### config.mk
export PLATFORM = sky130hd
export DESIGN_NAME = real_clk_core
export DESIGN_NICKNAME = d
export VERILOG_FILES = /design/src/rtl/real_clk_pkg.sv /design/src/rtl/real_clk_core_prescaler.sv /design/src/rtl/real_clk_core.sv
export SDC_FILE = /design/constraint.sdc
export NUM_CORES = 1
export LEC_CHECK = 0
export BUFFER_PORTS_ARGS = -buffer_cell sky130_fd_sc_hd__buf_2
export CAP_MARGIN = 20
export CELL_PAD_IN_SITES_DETAIL_PLACEMENT = 2
export CELL_PAD_IN_SITES_GLOBAL_PLACEMENT = 2
export CORE_UTILIZATION = 34
export CTS_CLUSTER_DIAMETER = 100
export CTS_CLUSTER_SIZE = 14
export DETAILED_ROUTE_END_ITERATION = 12
export PLACE_DENSITY = 0.84
export SKIP_LAST_GASP = 1
export SYNTH_ARGS = -nofsm -noshare
export SYNTH_HDL_FRONTEND = slang
export SYNTH_SLANG_ARGS = --single-unit
### constraint.sdc
create_clock -name clk -period 2.9 [get_ports clk]
set_input_delay 0.725 -clock clk [delete_from_list [all_inputs] [get_ports clk]]
set_output_delay 0.725 -clock clk [all_outputs]
set_load 0.1 [all_outputs]
### src/rtl/real_clk_pkg.sv
// Shared constants and helpers for the real-time clock core.
// Field limits, write addresses and the 12-hour view mapping.
package real_clk_pkg;

  localparam int SEC_W  = 6;
  localparam int MIN_W  = 6;
  localparam int HOUR_W = 5;
  localparam int ADDR_W = 2;
  localparam int DATA_W = 6;

  localparam logic [SEC_W-1:0]  SEC_MAX  = 6'd59;
  localparam logic [MIN_W-1:0]  MIN_MAX  = 6'd59;
  localparam logic [HOUR_W-1:0] HOUR_MAX = 5'd23;

  localparam logic [ADDR_W-1:0] ADDR_SEC   = 2'b00;
  localparam logic [ADDR_W-1:0] ADDR_MIN   = 2'b01;
  localparam logic [ADDR_W-1:0] ADDR_HOUR  = 2'b10;
  localparam logic [ADDR_W-1:0] ADDR_ALARM = 2'b11;

  function automatic logic [HOUR_W-1:0] to_12h(
    input logic [HOUR_W-1:0] h
  );
    logic [HOUR_W-1:0] r;
    r = h;
    if (h == '0)
      r = 5'd12;
    else if (h > 5'd12)
      r = h - 5'd12;
    return r;
  endfunction

endpackage

### src/rtl/real_clk_core_prescaler.sv
// One-second prescaler: counts 0..CLK_DIV-1 while run is high.
// tick is high in the cycle the count wraps back to zero.
module rtc_prescaler #(
  parameter int unsigned CLK_DIV = 100000000
) (
  input  logic clk,
  input  logic reset,
  input  logic run,
  input  logic clear,
  output logic tick
);

  localparam int CW = (CLK_DIV > 2) ? $clog2(CLK_DIV) : 1;
  localparam logic [CW-1:0] LAST = CW'(CLK_DIV - 1);

  logic [CW-1:0] cnt_q;
  logic          at_last;

  assign at_last = (cnt_q == LAST);
  assign tick    = run & at_last & ~clear;

  always_ff @(posedge clk) begin
    if (reset)
      cnt_q <= '0;
    else if (clear)
      cnt_q <= '0;
    else if (run)
      cnt_q <= at_last ? '0 : cnt_q + CW'(1);
  end

endmodule

### src/rtl/real_clk_core.sv
// Binary time-of-day clock with loadable fields and optional alarm.
// Alarm logic is compiled in with REAL_CLK_ALARM_EN.
module real_clk_core
  import real_clk_pkg::*;
#(
  parameter int unsigned CLK_DIV = 100000000,
  parameter bit          HOUR_12 = 1'b0
) (
  input  logic              clk,
  input  logic              reset,
  input  logic              run,
  input  logic              load,
  input  logic [ADDR_W-1:0] addrs,
  input  logic [DATA_W-1:0] data_in,
  input  logic              alarm_ack,
  output logic              tick,
  output logic [SEC_W-1:0]  q_seconds,
  output logic [MIN_W-1:0]  q_minutes,
  output logic [HOUR_W-1:0] hours_out,
  output logic              pm,
  output logic              alarm
);

  logic [SEC_W-1:0]  sec_q;
  logic [MIN_W-1:0]  min_q;
  logic [HOUR_W-1:0] hr_q;

  logic [SEC_W-1:0]  sec_nx;
  logic [MIN_W-1:0]  min_nx;
  logic [HOUR_W-1:0] hr_nx;
  logic              sec_wrap;
  logic              min_wrap;

  logic in_range;
  logic load_ok;
  logic ptick;
  logic step;
  logic al_ptr;

  rtc_prescaler #(
    .CLK_DIV (CLK_DIV)
  ) u_presc (
    .clk   (clk),
    .reset (reset),
    .run   (run),
    .clear (load_ok && (addrs == ADDR_SEC)),
    .tick  (ptick)
  );

  // An accepted load wins over a same-cycle tick.
  assign load_ok = load & in_range;
  assign step    = ptick & ~load_ok;
  assign tick    = step;

  always_comb begin
    in_range = 1'b0;
    case (addrs)
      ADDR_SEC:   in_range = (data_in <= SEC_MAX);
      ADDR_MIN:   in_range = (data_in <= MIN_MAX);
      ADDR_HOUR:  in_range = (data_in <= {1'b0, HOUR_MAX});
`ifdef REAL_CLK_ALARM_EN
      ADDR_ALARM: in_range = al_ptr ?
                    (data_in <= MIN_MAX) :
                    (data_in <= {1'b0, HOUR_MAX});
`else
      ADDR_ALARM: in_range = 1'b0;
`endif
      default:    in_range = 1'b0;
    endcase
  end

  always_comb begin
    sec_wrap = (sec_q == SEC_MAX);
    min_wrap = (min_q == MIN_MAX);
    sec_nx   = sec_wrap ? '0 : sec_q + 6'd1;
    min_nx   = min_q;
    hr_nx    = hr_q;
    if (sec_wrap)
      min_nx = min_wrap ? '0 : min_q + 6'd1;
    if (sec_wrap && min_wrap)
      hr_nx = (hr_q == HOUR_MAX) ? '0 : hr_q + 5'd1;
  end

  always_ff @(posedge clk) begin
    if (reset) begin
      sec_q <= '0;
      min_q <= '0;
      hr_q  <= '0;
    end else if (load_ok) begin
      case (addrs)
        ADDR_SEC:  sec_q <= data_in;
        ADDR_MIN:  min_q <= data_in;
        ADDR_HOUR: hr_q  <= data_in[HOUR_W-1:0];
        default:   ;
      endcase
    end else if (step) begin
      sec_q <= sec_nx;
      min_q <= min_nx;
      hr_q  <= hr_nx;
    end
  end

`ifdef REAL_CLK_ALARM_EN
  logic [HOUR_W-1:0] al_hr_q;
  logic [MIN_W-1:0]  al_min_q;
  logic              alarm_q;
  logic              al_hit;

  // Match on the time this tick is about to produce.
  assign al_hit = step && (sec_nx == '0) &&
                  (min_nx == al_min_q) &&
                  (hr_nx == al_hr_q);

  always_ff @(posedge clk) begin
    if (reset) begin
      al_hr_q  <= '0;
      al_min_q <= '0;
      al_ptr   <= 1'b0;
      alarm_q  <= 1'b0;
    end else begin
      if (load_ok && (addrs == ADDR_ALARM)) begin
        al_ptr <= ~al_ptr;
        if (al_ptr)
          al_min_q <= data_in;
        else
          al_hr_q <= data_in[HOUR_W-1:0];
      end
      if (al_hit)
        alarm_q <= 1'b1;
      else if (alarm_ack)
        alarm_q <= 1'b0;
    end
  end

  assign alarm = alarm_q;
`else
  logic unused_ack;

  assign al_ptr     = 1'b0;
  assign alarm      = 1'b0;
  assign unused_ack = alarm_ack;
`endif

  assign q_seconds = sec_q;
  assign q_minutes = min_q;
  assign hours_out = HOUR_12 ? to_12h(hr_q) : hr_q;
  assign pm        = (hr_q >= 5'd12);

endmodule

==> results of run 1 <==
==> area by class of cell <==
class                           instances  area [µm²]
Clock inverter                          2        60.1
Fill cell                             782        3970
Tap cell                               96         120
Sequential cell                        44         883
Inverter                               13        52.6
Timing Repair Buffer                   41         248
Multi-Input combinational cell        227        1470
Clock buffer                            5        68.8
==> state kept, by name, summed over array words and instances, names as in the netlist <==
| name | cells |
|---|---|
| u_presc.cnt_q | 27 |
| q_seconds | 6 |
| hours_out | 5 |
| q_minutes | 6 |
==> critical path: stages, from the launching register on <==
cell        delay [ps]
dfxtp_1            380
nor4_2             340
nand4_2            220
or3_4              460
clkinvlp_4         110
buf_12             170
==> final timing paths <==
path	startpoint	to	slack, ps
max	u_presc.cnt_q[9]	tick	190
min	hours_out[3]	hours_out[3]	500
max reg2reg	q_seconds[0]	q_minutes[3]	500
min reg2reg	hours_out[3]	hours_out[3]	500
==> cells by family (layout without fill, tap and decap cells) <==
kind of cell,after synthesis,count (layout),share of synthesized area [%]
xor gates and xnor gates,26,26,9.28
other,1,1,0.153
AOI/OAI and AO/OA,54,54,16.4
and+or+nand+nor,141,141,31.4
adders and majority gates,5,5,2.55
DFF,44,44,35.9
buffers and inverters,24,61,4.38
==> metrics by stage <==
stage               instances  cell area, µm²  total power [µW]
CTS                       427            2890              1360
global placement          420            2760               780
finish                    428            2900              1350
floorplan                 295            2460               738
detailed placement        420            2760               785
global route              428            2900              1390
==> per-layer routing <==
layer | share of wire (%) | GRT usage [%] | vias to the layer above | routed length [µm]
met5 | 0 | 0 | - | 0
li1 | - | - | 1158 | -
met2 | 49 | 44.2 | 65 | 4390
met1 | 44 | 31.8 | 1258 | 3980
met4 | 2.3 | 9.85 | 0 | 204
met3 | 4.7 | 5.59 | 14 | 424
==> report_power, final <==
group          internal, µW  switching (µW)  leakage (µW)
logic                  37.8             117      0.000598
registers               612            11.4      0.000356
clock network           339             230     0.0000642
total                   989             359       0.00102
==> layout by cell type, fill, tap and decap left out, drive strengths merged, types with 5 or more instances in the layout <==
master  count
nand2      23
o21ai       8
nor2       42
nor4        8
a311oi      7
nand3      11
nor3       10
dfxtp      44
buf        41
inv        11
clkbuf      5
ha          5
and4        5
xnor2      22
or3         8
a21oi       9
and3        6
nand4       8
a32o        6
nand3b      6
==> timing repair <==
item / CTS / global route
setup buffers: 0 / 1
endpoints found under the setup margin: 1 / 1
hold endpoints to repair: 0 / 0
resized for setup: 0 / 3
pin swaps: 1 / 1
==> impl_metrics.json, run 1 <==
{
  "status": "finished, final reports clean",
  "drtAntennaViolNets": 0,
  "antenna_found_initial": 0,
  "grt_usage_pct": 25.9,
  "slew_headroom_pct": 62.6,
  "clk_pin_slew_ps": 90,
  "grt_max_degree": 27,
  "drive_above_1_share_pct": 18.4,
  "timing.setup.tns_ps": 0,
  "max-vdd-ir-drop_v": 0.000171,
  "power.density_nw_per_um2": 465,
  "ys_types": 53,
  "worstPathMaxFanout": 5,
  "dp.final_hpwl_um": 5740,
  "cp-end-kind": "primary output",
  "synthMostInstantiatedCell": "dfxtp_1",
  "path_class": "reg2out",
  "drc": 0,
  "avgSynthCellArea_um2": 8.32,
  "drv_cap": 0,
  "yosysTopAreaCell": "dfxtp_1",
  "ctsHoldBuffers": 0,
  "cts.path.max_buffers": 2,
  "cts_buffers": 5,
  "synth_edf_count": 0,
  "cts_htree_levels": 2,
  "drt_iter0_markers": 98,
  "leakage_uw": 0.00102,
  "hold-path-cell-count": 2,
  "num_rows": 30,
  "ff2ff_path_depth": 6,
  "critPathRequiredTime_ps": 2170,
  "fin_skew_ps": 8.41,
  "setup_violations": 0,
  "hold_viol": 0,
  "nNetsFinal": 350,
  "rsz0062_at_grt": "no",
  "setup_ws_ps": 187,
  "core-area_um2": 6870,
  "ios": 33,
  "drv_slew": 0,
  "syn_area_um2": 2450,
  "syn_to_final_growth_pct": 18.3,
  "cts.root.buffer_cell": "clkbuf_8",
  "arrival_ps": 1990,
  "grt_pass1_vias": 2759,
  "firstDrtPassIters": 4,
  "syn-num-nets": 313,
  "synth-seq-cells": 44,
  "wirelength_um": 9010,
  "syn_inst": 295,
  "antenna_cells": 0,
  "portBuffers": 30,
  "die_h_um": 87.0,
  "period_minus_slack_ps": 2710,
  "yosys-top-cells-area": "dfxtp_1 36%, xnor2_1 7.9%, nor2_1 6.4%",
  "overflow": 0,
  "cp-start-kind": "flip-flop",
  "tritoncts": "done",
  "grt_pass1_wl_um": 15100,
  "vias_per_cell": 5.83,
  "fmax_ghz": 0.369,
  "utilization_pct": 42.2,
  "die-area_um2": 7560,
  "synth_top_area_share_pct": 35.9,
  "tightestPinTransition_ps": 556,
  "ys_async_sr_fraction_pct": 0,
  "cts_sinks": 44,
  "wl_per_cell_um": 21.0,
  "yosys-top-cells-count": "44 x dfxtp_1, 42 x nor2_1, 23 x nand2_1, 22 x xnor2_1, 12 x inv_1",
  "vias": 2495,
  "clock_latency_ps": 310,
  "hold_ws_ps": 503,
  "synth_flop_cell": "dfxtp_1",
  "hp-class": "reg2reg",
  "gp_congestion": 0.882,
  "ys_seq_area_share_pct": 35.9,
  "post-route-period-util_pct": 93.5,
  "start_util_pct": 35.7,
  "place_ws_ps": 98.3,
  "die-width_um": 87.0,
  "ys_warn_count": 0
}
Note: power is estimated with default switching activity, not from simulation.
==> inputs of run 2 (changes only) <==
RECOVER_POWER = 50   (was not set)
==> run 2 against run 1 <==
  * Maximum frequency hardly changed
  * Register-to-register slack worse by 30 ps
  * Critical path type unchanged
  * Power hardly changed
  * Sequential cell count stayed put
  * Largest cell class unchanged
  * Cell count stayed put
  * Cell area is 1.1% lower
  * Combinational power hardly changed
  * First-iteration DRC count is 3.1% lower
  * Setup slack worse by 1.7 ps
  * Sequential power hardly changed
  * Clock skew hardly changed
  * Non-clock buffer count stayed put
==> impl_metrics.json, run 2 (same netlist as run 1, synthesis figures left out) <==
{
  "slew_headroom_pct": 19.4,
  "grt_pass1_vias": 2759,
  "cts_buffers": 5,
  "nNetsFinal": 350,
  "grt_usage_pct": 25.9,
  "period_minus_slack_ps": 2710,
  "cts_htree_levels": 2,
  "fill_cells": 795,
  "num_rows": 30,
  "wl_per_cell_um": 21.2,
  "power.density_nw_per_um2": 470,
  "fmax_ghz": 0.368,
  "post-route-period-util_pct": 93.6,
  "max-vdd-ir-drop_v": 0.000171,
  "leakage_uw": 0.000931,
  "die_h_um": 87.0,
  "overflow": 0,
  "critPathRequiredTime_ps": 2170,
  "ios": 33,
  "cp-start-kind": "flip-flop",
  "die-area_um2": 7560,
  "drc": 0,
  "rsz0062_at_grt": "no",
  "die-width_um": 87.0,
  "grt_max_degree": 27,
  "start_util_pct": 35.7,
  "antenna_cells": 0,
  "hp-class": "reg2reg",
  "path_class": "reg2out",
  "syn_to_final_growth_pct": 16.9,
  "tritoncts": "done",
  "placed_area_um2": 2760,
  "clock_latency_ps": 310,
  "status": "finished, final reports clean",
  "vias": 2516,
  "drt_iter0_markers": 95,
  "arrival_ps": 1990,
  "core-area_um2": 6870,
  "vias_per_cell": 5.88,
  "portBuffers": 30,
  "wirelength_um": 9060,
  "hold_viol": 0,
  "tightestPinTransition_ps": 1210,
  "gp_congestion": 0.882,
  "drtAntennaViolNets": 0,
  "fin_skew_ps": 8.12,
  "largest_reg_flops": 27,
  "postLayoutCellArea_um2": 2870,
  "dp.final_hpwl_um": 5740,
  "drv_cap": 0,
  "clk_pin_slew_ps": 90,
  "cts_sinks": 44,
  "multi_input_area_um2": 1470,
  "drive_above_1_share_pct": 12.3,
  "firstDrtPassIters": 4,
  "cts.root.buffer_cell": "clkbuf_8",
  "cp-end-kind": "primary output",
  "drv_slew": 0,
  "regMostFlops": "u_presc.cnt_q",
  "ctsHoldBuffers": 0,
  "antenna_found_initial": 0,
  "setup_violations": 0,
  "layout_common_cells": "42 x nor2_1, 42 x dfxtp_1, 23 x nand2_1",
  "worstPathMaxFanout": 5,
  "hold_ws_ps": 507,
  "timing.setup.tns_ps": 0,
  "seqCellArea_um2": 883,
  "cts.path.max_buffers": 2,
  "grt_pass1_wl_um": 15100
}
==> run 2: cell types whose count changed in the layout (fill, tap and decap cells not counted) <==
cell and delta:
and2_0 +1, buf_2 -18, and2_1 -1, clkbuf_1 +20
clkbuf_2 +1, buf_4 -3
==> run 2: layout make-up <==
class	count	area share [%]
multi-input combinational	227	51.2
inverter	13	1.83
timing repair buffer	41	7.50
tap	96	4.19
clock buffer	5	2.40
sequential	44	30.8
clock inverter	2	2.09
==> run 2: what timing repair did <==
item | CTS | global route
setup endpoints to repair | 1 | 1
gates resized for setup | 0 | 3
gates cloned | 0 | 0
setup buffers | 0 | 1
pin swaps | 1 | 1
==> run 2: report_power, final <==
part / switching [µW] / total (µW) / internal (µW)
sequential: 11.5 / 624 / 612
clock: 234 / 573 / 340
combinational: 118 / 152 / 34.3
total: 363 / 1350 / 986
==> run 2: layer usage <==
| metal | wire length (µm) | GRT usage (%) |
|---|---|---|
| met1 | 4000 | 31.8 |
| met2 | 4450 | 44.2 |
| met3 | 401 | 5.59 |
| met4 | 204 | 9.85 |
| met5 | 0 | 0 |
==> run 2: final timing paths <==
path                                endpoint  slack [ps]              from  depth (start not counted)
worst min-delay path            hours_out[3]         510      hours_out[3]                          2
worst max-delay path                    tick         190  u_presc.cnt_q[9]                          5
worst max register to register  q_minutes[3]         470      q_seconds[0]                          6
worst min register to register  hours_out[3]         510      hours_out[3]                          2
==> run 2: through the flow <==
| step | instances | util (%) | power [µW] | worst slack (ps) |
|---|---|---|---|---|
| floorplan | 295 | - | 738 | 101 |
| global placement | 420 | 40.2 | 780 | 137 |
| detailed placement | 420 | 40.2 | 785 | 98.3 |
| CTS | 427 | 42.0 | 1360 | 9.40 |
| global route | 428 | 41.8 | 1390 | 104 |
| finish | 428 | 41.8 | 1350 | 185 |
==> run 2: critical path, cell delays in order (launching register included) <==
cell	delay, ps
dfxtp_1	390
nor4_2	340
nand4_2	220
or3_4	450
clkinvlp_4	110
buf_12	170
==> inputs of run 3 (changes only) <==
CORE_ASPECT_RATIO = 0.8   (was not set)
clock period = 2.5 ns   (was 2.9 ns; I/O delays follow)
==> run 3 against run 2 <==
  * Sequential cell count is the same
  * Non-clock buffer count increased by 11
  * Count of clock-buffer cells in the layout up 1
  * Worst hold slack better by 14 ps
  * Via count up 1.7%
  * Critical path depth is 1 higher
  * Cell area rose by 4.2%
  * Die area barely moved
  * Combinational power rose by 29%
  * Setup slack got worse by 170 ps
  * Routed wire length increased by 10%
  * Cell count is 0.70% higher
==> impl_metrics.json, run 3 (same netlist as run 1, synthesis figures left out) <==
{
  "status": "finished, final reports clean",
  "fin_skew_ps": 10.3,
  "drv_cap": 0,
  "die-area_um2": 7560,
  "clk_pin_slew_ps": 100,
  "arrival_ps": 1860,
  "largest_reg_flops": 27,
  "cp-start-kind": "flip-flop",
  "ff2ff_setup_slack_ps": 80,
  "dpl.cell_count": 418,
  "cts_htree_levels": 2,
  "leakage_uw": 0.00103,
  "core-area_um2": 6930,
  "critPathRequiredTime_ps": 1880,
  "worstPathMaxFanout": 3,
  "hp-class": "reg2reg",
  "die_h_um": 78.0,
  "period_minus_slack_ps": 2490,
  "fill_cells": 780,
  "start_util_pct": 35.4,
  "timing.setup.tns_ps": 0,
  "hold-path-cell-count": 2,
  "wl_per_cell_um": 23.2,
  "drv_slew": 0,
  "clock_latency_ps": 320,
  "gp_congestion": 0.817,
  "drive_above_1_share_pct": 21.2,
  "tritoncts": "done",
  "max-vdd-ir-drop_v": 0.000210,
  "antenna_cells": 0,
  "vias_per_cell": 5.94,
  "layout_commonest_cell": "nor2_1",
  "cts.root.buffer_cell": "clkbuf_8",
  "ios": 33,
  "cts_sinks": 44,
  "ff2ff_path_depth": 6,
  "cts_buffers": 5,
  "cp-end-kind": "primary output",
  "grt_pass1_vias": 2760,
  "grt_max_degree": 27,
  "tightestPinTransition_ps": 1190,
  "die-width_um": 97.0,
  "wirelength_um": 10000,
  "drt_iter0_markers": 135,
  "layout_common_cells": "42 x nor2_1, 33 x dfxtp_1, 23 x nand2_1",
  "hold_viol": 0,
  "drtAntennaViolNets": 0,
  "dp.final_hpwl_um": 6150,
  "rsz0062_at_grt": "yes",
  "setup_violations": 0,
  "num_rows": 27,
  "slew_headroom_pct": 20.8,
  "grt_pass1_wl_um": 15600,
  "ctsHoldBuffers": 0,
  "path_class": "reg2out",
  "fmax_ghz": 0.402,
  "firstDrtPassIters": 4,
  "post-route-period-util_pct": 99.5,
  "overflow": 0,
  "grt_usage_pct": 26.8,
  "antenna_found_initial": 0,
  "drc": 0,
  "vias": 2559,
  "power.density_nw_per_um2": 500,
  "syn_to_final_growth_pct": 21.9,
  "fin_cells": 431,
  "nNetsFinal": 361,
  "regMostFlops": "u_presc.cnt_q",
  "portBuffers": 30,
  "cts.path.max_buffers": 2
}
==> run 3: critical path, stage by stage, from the launching register on <==
cell	delay, ps
dfxtp_4	370
ha_2	200
and2_4	180
nand4_4	110
or3_4	390
clkinvlp_4	110
buf_12	170
==> run 3: power breakdown <==
part           internal, µW  switching, µW
sequential              709           11.0
combinational          50.9            145
clock                   297            282
==> run 3: final timing paths <==
path                                     end              from
worst min-delay path            q_seconds[4]      q_seconds[4]
worst max register to register  q_minutes[3]      q_seconds[0]
worst max-delay path                    tick  u_presc.cnt_q[0]
worst min register to register  q_seconds[4]      q_seconds[4]
==> run 3: metrics by stage <==
step	cell area, µm²	hold WS (ps)	total power (µW)	setup slack [ps]	utilization [%]
floorplan	2470	472	857	9.63	-
global placement	2820	483	913	81.6	40.8
detailed placement	2820	513	921	33.3	40.8
CTS	2980	525	1490	8.77	43.0
global route	2990	552	1550	-37.3	43.2
finish	2990	522	1490	12.2	43.2
==> run 3: per-layer routing <==
layer  GRT usage [%]  vias to the layer above  wire [µm]
li1                -                     1177          -
met1            33.6                     1283       4450
met2            43.0                       78       4780
met3            6.85                       21        493
met4            13.0                        0        273
met5               0                        -          0
==> run 3: final cells by class <==
class | count | area, µm² | area share (%)
multi-input cells | 227 | 1500 | 50.0
flip-flops and latches | 44 | 902 | 30.2
repair buffers | 52 | 323 | 10.8
well taps | 87 | 109 | 3.64
clock buffers | 6 | 72.6 | 2.43
inverters | 13 | 52.6 | 1.76
clock inverters | 2 | 35.0 | 1.17
==> run 3: timing repair <==
action	4_1_cts	5_1_grt
endpoints found under the setup margin	1	1
setup buffers	4	1
pin swaps	3	3
resized for setup	10	6
